===== src/rtl/glitch_pkg.sv =====
// Shared definitions for the glitch sequencer: instruction encoding, field
// offsets and the controller state enum.
package glitch_pkg;

    localparam logic [1:0] I2C_CHK  = 2'b00;
    localparam logic [1:0] DAC_UP   = 2'b01;
    localparam logic [1:0] DELAY    = 2'b10;

    localparam logic       PRIV_BUS = 1'b0;
    localparam logic       MAIN_BUS = 1'b1;

    localparam logic       ACK      = 1'b0;
    localparam logic       NAK      = 1'b1;

    localparam int OP_MSB   = 11;
    localparam int OP_LSB   = 10;
    localparam int BUS_BIT  = 9;
    localparam int DATA_MSB = 8;
    localparam int DATA_LSB = 1;
    localparam int ACK_BIT  = 0;

    typedef struct packed {
        logic [1:0] op;
        logic       bus;
        logic [7:0] data;
        logic       ack;
    } instr_t;

    typedef enum logic [3:0] {
        IDLE       = 4'd0,
        FETCH      = 4'd1,
        DISPATCH   = 4'd2,
        EXEC_I2C   = 4'd3,
        EXEC_DAC   = 4'd4,
        EXEC_DELAY = 4'd5,
        ADVANCE    = 4'd6,
        DONE       = 4'd7,
        ERROR      = 4'd8
    } state_e;

endpackage


===== src/rtl/glitch_delay_ctr.sv =====
// 32-bit down-counter timing the EXEC_DELAY state; expired is high on the
// last cycle of a max(len,1)-cycle wait that starts the cycle after load.
module glitch_delay_ctr (
    input  logic        clk,
    input  logic        rst_n,
    input  logic        load,
    input  logic [31:0] len,
    output logic        expired
);

    logic [31:0] cnt_q;
    logic [31:0] cnt_d;

    // Reload on entry, otherwise count down and park at zero
    always_comb begin
        cnt_d = cnt_q;
        if (load) begin
            cnt_d = len;
        end else if (cnt_q != 32'd0) begin
            cnt_d = cnt_q - 32'd1;
        end else begin
            cnt_d = cnt_q;
        end
    end

    // Counter register
    always_ff @(posedge clk or negedge rst_n) begin
        if (!rst_n) begin
            cnt_q <= 32'd0;
        end else begin
            cnt_q <= cnt_d;
        end
    end

    // A length of 0 or 1 both give a single-cycle wait
    assign expired = (cnt_q <= 32'd1);

endmodule


===== src/rtl/glitch_sequencer.sv =====
// ROM-driven sequencer issuing DAC writes, I2C checks and delays.
// Optional GLITCH_SEQ_ABORT_EN adds an abort input that cancels a run.
module glitch_sequencer
    import glitch_pkg::*;
#(
    parameter int PROG_LEN = 17
) (
    input  logic        clk,
    input  logic        rst_n,
    input  logic        start,
    output logic [7:0]  instr_pt,
    input  logic [11:0] instr,
    output logic [7:0]  delay_num,
    input  logic [31:0] delay_len,
    output logic [7:0]  dac_data,
    output logic        dac_valid,
    input  logic        dac_ready,
    output logic        i2c_req,
    output logic        i2c_bus,
    output logic [7:0]  i2c_byte,
    output logic        i2c_expect_nak,
    input  logic        i2c_done,
    input  logic        i2c_nak,
    output logic        busy,
    output logic        done,
    output logic        error
`ifdef GLITCH_SEQ_ABORT_EN
    ,
    input  logic        abort
`endif
);

    localparam logic [7:0] PROG_LEN_C = 8'(PROG_LEN);

    state_e     state_q, state_d;
    logic [7:0] pc_q, pc_d;
    instr_t     ir_q, ir_d;
    logic       error_q, error_d;
    logic       ctr_load_s;
    logic       ctr_expired_s;

    glitch_delay_ctr u_delay_ctr (
        .clk     (clk),
        .rst_n   (rst_n),
        .load    (ctr_load_s),
        .len     (delay_len),
        .expired (ctr_expired_s)
    );

    // Next-state, program counter, instruction register and sticky error
    always_comb begin
        state_d    = state_q;
        pc_d       = pc_q;
        ir_d       = ir_q;
        error_d    = error_q;
        ctr_load_s = 1'b0;
        case (state_q)
            IDLE: begin
                if (start) begin
                    pc_d    = 8'd0;
                    error_d = 1'b0;
                    state_d = (PROG_LEN_C == 8'd0) ? DONE : FETCH;
                end else begin
                    state_d = IDLE;
                end
            end
            FETCH: begin
                ir_d    = instr_t'(instr);
                state_d = DISPATCH;
            end
            DISPATCH: begin
                case (ir_q.op)
                    I2C_CHK: state_d = EXEC_I2C;
                    DAC_UP:  state_d = EXEC_DAC;
                    DELAY: begin
                        ctr_load_s = 1'b1;
                        state_d    = EXEC_DELAY;
                    end
                    default: begin
                        error_d = 1'b1;
                        state_d = ERROR;
                    end
                endcase
            end
            EXEC_I2C: begin
                if (!i2c_done) begin
                    state_d = EXEC_I2C;
                end else if (i2c_nak == ir_q.ack) begin
                    state_d = ADVANCE;
                end else begin
                    error_d = 1'b1;
                    state_d = ERROR;
                end
            end
            EXEC_DAC: begin
                if (dac_ready) begin
                    state_d = ADVANCE;
                end else begin
                    state_d = EXEC_DAC;
                end
            end
            EXEC_DELAY: begin
                if (ctr_expired_s) begin
                    state_d = ADVANCE;
                end else begin
                    state_d = EXEC_DELAY;
                end
            end
            ADVANCE: begin
                pc_d    = pc_q + 8'd1;
                state_d = (pc_d == PROG_LEN_C) ? DONE : FETCH;
            end
            DONE:    state_d = IDLE;
            ERROR:   state_d = IDLE;
            default: state_d = IDLE;
        endcase
`ifdef GLITCH_SEQ_ABORT_EN
        // Abort wins over any handshake or expiry seen in the same cycle
        if (abort && (state_q != IDLE)) begin
            state_d    = IDLE;
            pc_d       = pc_q;
            ir_d       = ir_q;
            error_d    = 1'b1;
            ctr_load_s = 1'b0;
        end else begin
            state_d = state_d;
        end
`endif
    end

    // Controller state registers
    always_ff @(posedge clk or negedge rst_n) begin
        if (!rst_n) begin
            state_q <= IDLE;
            pc_q    <= 8'd0;
            ir_q    <= '0;
            error_q <= 1'b0;
        end else begin
            state_q <= state_d;
            pc_q    <= pc_d;
            ir_q    <= ir_d;
            error_q <= error_d;
        end
    end

    // Outputs decode only registered state, so reset zeroes them at once
    assign instr_pt       = pc_q;
    assign busy           = (state_q != IDLE);
    assign done           = (state_q == DONE);
    assign error          = error_q;
    assign dac_valid      = (state_q == EXEC_DAC);
    assign dac_data       = dac_valid ? ir_q.data : 8'd0;
    assign i2c_req        = (state_q == EXEC_I2C);
    assign i2c_bus        = i2c_req ? ir_q.bus : 1'b0;
    assign i2c_byte       = i2c_req ? ir_q.data : 8'd0;
    assign i2c_expect_nak = i2c_req ? ir_q.ack : 1'b0;
    assign delay_num      = ((state_q == DISPATCH) || (state_q == EXEC_DELAY)) ? ir_q.data : 8'd0;

endmodule

===== config.mk =====
export PLATFORM = sky130hd
export DESIGN_NAME = glitch_sequencer
export DESIGN_NICKNAME = d
export VERILOG_FILES = /design/src/rtl/glitch_pkg.sv /design/src/rtl/glitch_delay_ctr.sv /design/src/rtl/glitch_sequencer.sv
export SDC_FILE = /design/constraint.sdc
export NUM_CORES = 1
export LEC_CHECK = 0
export BUFFER_PORTS_ARGS = -buffer_cell sky130_fd_sc_hd__buf_2
export CAP_MARGIN = 20
export CORE_ASPECT_RATIO = 0.5
export CORE_MARGIN = 2
export CORE_UTILIZATION = 54
export CTS_CLUSTER_DIAMETER = 100
export DETAILED_ROUTE_END_ITERATION = 6
export GPL_TIMING_DRIVEN = 0
export PLACE_DENSITY_LB_ADDON = 0.1
export SKIP_CTS_REPAIR_TIMING = 1
export SYNTH_ARGS = -nofsm -noshare
export SYNTH_HDL_FRONTEND = slang
export SYNTH_SLANG_ARGS = --single-unit

===== constraint.sdc =====
create_clock -name clk -period 3 [get_ports clk]
set_input_delay 0.45 -clock clk [delete_from_list [all_inputs] [get_ports clk]]
set_output_delay 0.45 -clock clk [all_outputs]
set_load 0.005 [all_outputs]

[Word-level counts from Yosys, hierarchy flattened]
Index checks and enable logic that the tools add are counted.
Word-level totals
  logic and storage cells: 61
  output and inout port bits: 39
  bits of input ports: 50
  flip-flop bits (word level): 57
Cells by class
  multiplexer cells: 24
  reduce and logical (&&, ||, !) cells: 11
  $lt $le $gt $ge: 1
  equality and inequality tests: 15
  add/subtract/negate cells: 2
Operators with widths (count)
  $mux W32: 2
  $le A32 B1 Y1 const B: 1
  $mux W8: 4
  $reduce_bool A32 Y1: 1
  $sub A32 B1 Y32 const B: 1
  $pmux W4 S7: 1
  $eq A4 B3 Y1 const B: 4
  $pmux W8 S2: 1
  $pmux W4 S3: 1
  $mux W1: 9
  $add A8 B1 Y8 const B: 1
  $eq A4 B2 Y1 const B: 2
  $eq A8 B5 Y1 const B: 1
  $mux W4: 2
  $ne A2 B2 Y1 const B: 3
  $reduce_and A5 Y1: 1
  $eq A4 B1 Y1 const B: 1
  $logic_not A4 Y1: 1
  $mux W2: 2
  $reduce_bool A2 Y1: 2
  $reduce_bool A4 Y1: 1
  $mux W3: 1
  $pmux W1 S3: 1
  $reduce_bool A3 Y1: 1
  other kinds (8): 8

[Depth between registers and ports, before layout]
  word-level depth: 4
  mapped depth: 9
  depth with buffers taken out: 8

[Cells and area by module]
A second synthesis with hierarchy kept.
Unflattened totals
  cell total of the unflattened synthesis: 378
  area, all modules: 3515.9 µm²
By module, submodules not included
  glitch_delay_ctr: instances 1, cells each 213, sequential area each 800.8 µm², area each 1904.3 µm²
  glitch_sequencer: instances 1, cells each 165, sequential area each 625.6 µm², area each 1611.5 µm²

[Least setup slack after synthesis]
Ideal clock, no wire load.
  path type: reg2reg
  from: register u_delay_ctr.cnt_q[18]
  to: register u_delay_ctr.cnt_q[1]
  stages on the path, launching flop included: 9
  arrival time: 2.371 ns
  library setup time: 0.077 ns
  clock period less this slack: 2.448 ns
  slack: 0.552 ns
  required time: 2.923 ns
  buffers on the path: 2
  cells stage by stage: dfrtp_1 -> or4_4 -> or4_4 -> buf_6 -> nor3_4 -> and3_1 -> buf_6 -> mux2_2 -> a21oi_1
On the way
  longest elaborated chain between the ends: 2
RTL lines
  from (decl): RTL line glitch_delay_ctr.sv:11  | logic [31:0] cnt_q;
  from (signal assigned): RTL line glitch_delay_ctr.sv:31  | cnt_q <= cnt_d;
  $reduce_bool A32 Y1: RTL line glitch_delay_ctr.sv:19  | end else if (cnt_q != 32'd0) begin
  $reduce_bool A2 Y1 (no line)
No other way between the ends.
A chain may end at the register's enable or synchronous reset.

[Worst setup path after layout]
  from: register u_delay_ctr.cnt_q[2]
  to: register u_delay_ctr.cnt_q[19]
On the way
  longest elaborated chain between the ends: 3
  elaborated cells on any way between the ends: 5
  classes of those cells: add/sub (1); mux (2); reduce/logical (2)
RTL lines
  $sub A32 B1 Y32: RTL line glitch_delay_ctr.sv:20  | cnt_d = cnt_q - 32'd1;
  $mux W32: RTL line glitch_delay_ctr.sv:19
  $mux W32: RTL line glitch_delay_ctr.sv:17  | if (load) begin
Several ways; a longest one is shown, not always the timed one. The select of a mux whose other input is x is not followed.

==> metrics.md <==
| Metric | Value |
|---|---|
| Status | completed |
| Final Worst Setup Slack | 267 ps |
| CTS H-Tree Depth | 3 |
| Simple logic cell fraction of the synthesized area | 0.293 |
| Synth Area in Adders | 0.0288 |
| Layout fillers | 508 |
| Fin. Hold Viols | 0 |
| Post-route minimum period | 2730 ps |
| Post-synth top flop | dfrtp_1 |
| First-pass GRT wire length | 13800 um |
| Ys async rst share | 1.00 |
| First-iteration detailed-routing DRC count | 176 |
| Post-synthesis mux area share | 0.0356 |
| Syn_nets | 444 |
| Post-synth EDFFs | 0 |
| FMAX | 366 MHz |
| IO Pins | 89 |
| Area leader, netlist | dfrtp_1 |
| WP data required | 3260 ps |
| ANT cells | 0 |
| Peak supply drop | 0.504 mV |
| Layout Skew | 5.02 ps |
| CTS root buffer | clkbuf_16 |
| TritonCTS clock tree | done |
| Die H | 60.8 um |
| Startpoint types | flip-flop |
| Worst-path fanout max | 9 |
| Crit path DAT | 2990 ps |
| Worst hold path class | input pin to async pin |
| Design Power | 3.95 mW |
| Core area | 0.00616 sq mm |
| Synth Area in XOR/XNOR | 0.0579 |
| Vias in the first global route | 2916 |
| Post-route cell area | 0.00436 sq mm |
| Cells after synthesis | 386 |
| YS warnings | 0 |
| Setup crit end kind | flip-flop |
| CP Class | flip-flop to flip-flop |
| First drt pass iteration count | 4 |
| Layout cells sized above 1 | 0.285 |
| Max_cap viols | 0 |
| DR WL/cell | 14.6 um |
| Multi-input gate area | 0.00189 sq mm |
| Setup violators final | 0 |
| Grt total ovfl | 0 |
| Clock tree buffer depth | 2 |
| Post-synthesis sequential area ratio | 0.410 |
| DIE WIDTH | 118 um |
| Routability Congestion | 0.922 |
| Mean Syn Cell Area | 9.02 sq um |
| Area Growth Syn to Fin | 25.3% |
| Cts bufs inserted | 9 |
| Largest family of logic cells by synthesized area | simple AND/OR/NAND/NOR gates |
| Row cnt | 20 |
| DRC viols | 0 |
| Top-count cell post-synth | dfrtp_1 |
| Max_slew headroom | 0.323 |
| Crit-path most repeated cell | or4_1 |
| RSZ-0062 raised after global routing | no |
| Crit-path cells | nor3_2, nand2_1, or4_1, buf_2, or4_1, or4_1, nand3_1 |
| Reg clk slew, reported paths | 50 ps |
| Tcrit/Tclk final | 0.911 |
| Antenna violations before repair | 0 |
| Final ANT Viol Nets | 0 |
| Clock Sinks | 57 |
| Hpwl dp | 6130 um |
| Mapped Area | 0.00348 sq mm |
| Synth top cells by count | dfrtp_1 (57), nand2_1 (49), nor2_1 (29), o21ai_0 (26) |
| Post-DP Area | 0.00405 sq mm |
| Worst-margin pin slew | 1000 ps |
| Worst-skew pair later-pin latency | 320 ps |
| Compound-gate portion of the synthesized area | 0.129 |
| Critical path's slowest cell | or4_1 |
| Synth top area cells | dfrtp_1 (41%), nand2_1 (5.3%), xnor2_1 (3.8%) |
| Fin util | 0.709 |
| Vias per std cell | 5.52 |
| Post-route setup TNS | 0 ps |
| Vias | 3198 |
| Max incr delay on CP | 460 ps |
| Pwr Density | 906 mW/mm^2 |
| Total area of sequential cells | 0.00143 sq mm |
| All-Layer GR Usage | 0.249 |
| Pre-CTS setup slack | 325 ps |
| Pin count of the biggest net entering global routing | 30 |
| Synth Register Bits | 57 |
| Max-slew violations | 0 |
| Starting Density | 0.565 |
| Library cells used by synthesis | 55 |
| # nets final | 544 |
| Final WL | 8430 um |
| IO Port Bufs | 88 |
| Top cell type's share of synthesized area | 0.410 |
| Die area | 0.00714 sq mm |
| Static leakage | 1.99 nW |
## cell type report
class / count / share of cell area
clock inverters: 7 / 0.0195
flip-flops and latches: 57 / 0.327
clock buffers: 9 / 0.0516
inverters: 9 / 0.00775
multi-input cells: 301 / 0.434
plain buffers: 19 / 0.0290
repair buffers: 89 / 0.106
well taps: 88 / 0.0252
## metal layers
metal / vias to the layer above / share of wire / global-route usage
li1: 1579 / - / -
met1: 1521 / 0.48 / 0.325
met2: 93 / 0.46 / 0.422
met3: 5 / 0.054 / 0.0780
met4: 0 / 0.0045 / 0.0534
met5: - / 0 / 0
## worst max-delay path, delay by kind of cell, from the launching register on
kind / cells / cell delay [ps]
simple gates: 6 / 2060
buf+inv: 1 / 180
flops: 1 / 430
## path summary, 6_finish.rpt
check                                          start                     to  slack (ps)  cells past startpoint
max in group asynchronous                      rst_n               ir_q[11]        2250                      2
worst max register to register  u_delay_ctr.cnt_q[2]  u_delay_ctr.cnt_q[19]         270                      7
worst max-delay path            u_delay_ctr.cnt_q[2]  u_delay_ctr.cnt_q[19]         270                      7
min in group clk                       delay_len[21]  u_delay_ctr.cnt_q[21]         320                      3
worst min-delay path                           rst_n  u_delay_ctr.cnt_q[28]         160                      1
worst min register to register                 error                  error         500                      1
## per-stage QoR
stage          hold slack, ps  instances
4_1_cts                   179        579
3_3_place_gp              482        562
3_5_place_dp              496        563
6_report                  158        579
5_1_grt                   220        579
2_1_floorplan             154        386
## power breakdown
part,switching [mW],total [mW],internal [mW]
Clock,0.344,1.06,0.718
Sequential,0.369,1.48,1.11
Combinational,0.726,1.41,0.680
Total,1.44,3.95,2.51
## cells by family after synthesis
logic type | Yosys count
AND/OR/NAND/NOR | 185
AO/OA/AOI/OAI | 74
flip-flops | 57
buffers and inverters | 28
XOR/XNOR | 23
multiplexers | 11
adder cells (fa/ha/maj) | 8
## registers in the layout, indices dropped and copies added, names as in the netlist
name and count:
ir_q 12, u_delay_ctr.cnt_q 32, error 1, instr_pt 8, state_q 4
## cell usage in the layout (no fill, tap or decap), types with 3 or more instances in the layout
| master | count |
|---|---|
| a21oi_1 | 17 |
| clkbuf_1 | 9 |
| nand3b_1 | 4 |
| nor2_1 | 29 |
| a31oi_1 | 5 |
| xnor2_1 | 15 |
| buf_6 | 4 |
| o21ai_0 | 26 |
| xor2_1 | 8 |
| buf_2 | 90 |
| ha_1 | 8 |
| nor2b_1 | 5 |
| and2_1 | 17 |
| nor3_1 | 13 |
| nand2_1 | 49 |
| mux2_2 | 11 |
| o211ai_1 | 4 |
| and3_1 | 15 |
| dfrtp_1 | 57 |
| clkbuf_16 | 9 |
| nor4_1 | 6 |
| o31ai_1 | 8 |
| or4_1 | 7 |
| or4_4 | 3 |
| nand3_1 | 9 |
| or3_1 | 6 |
| nor4b_1 | 5 |
| clkinv_2 | 5 |
| inv_1 | 9 |
Note: power is estimated with default switching activity, not from simulation.
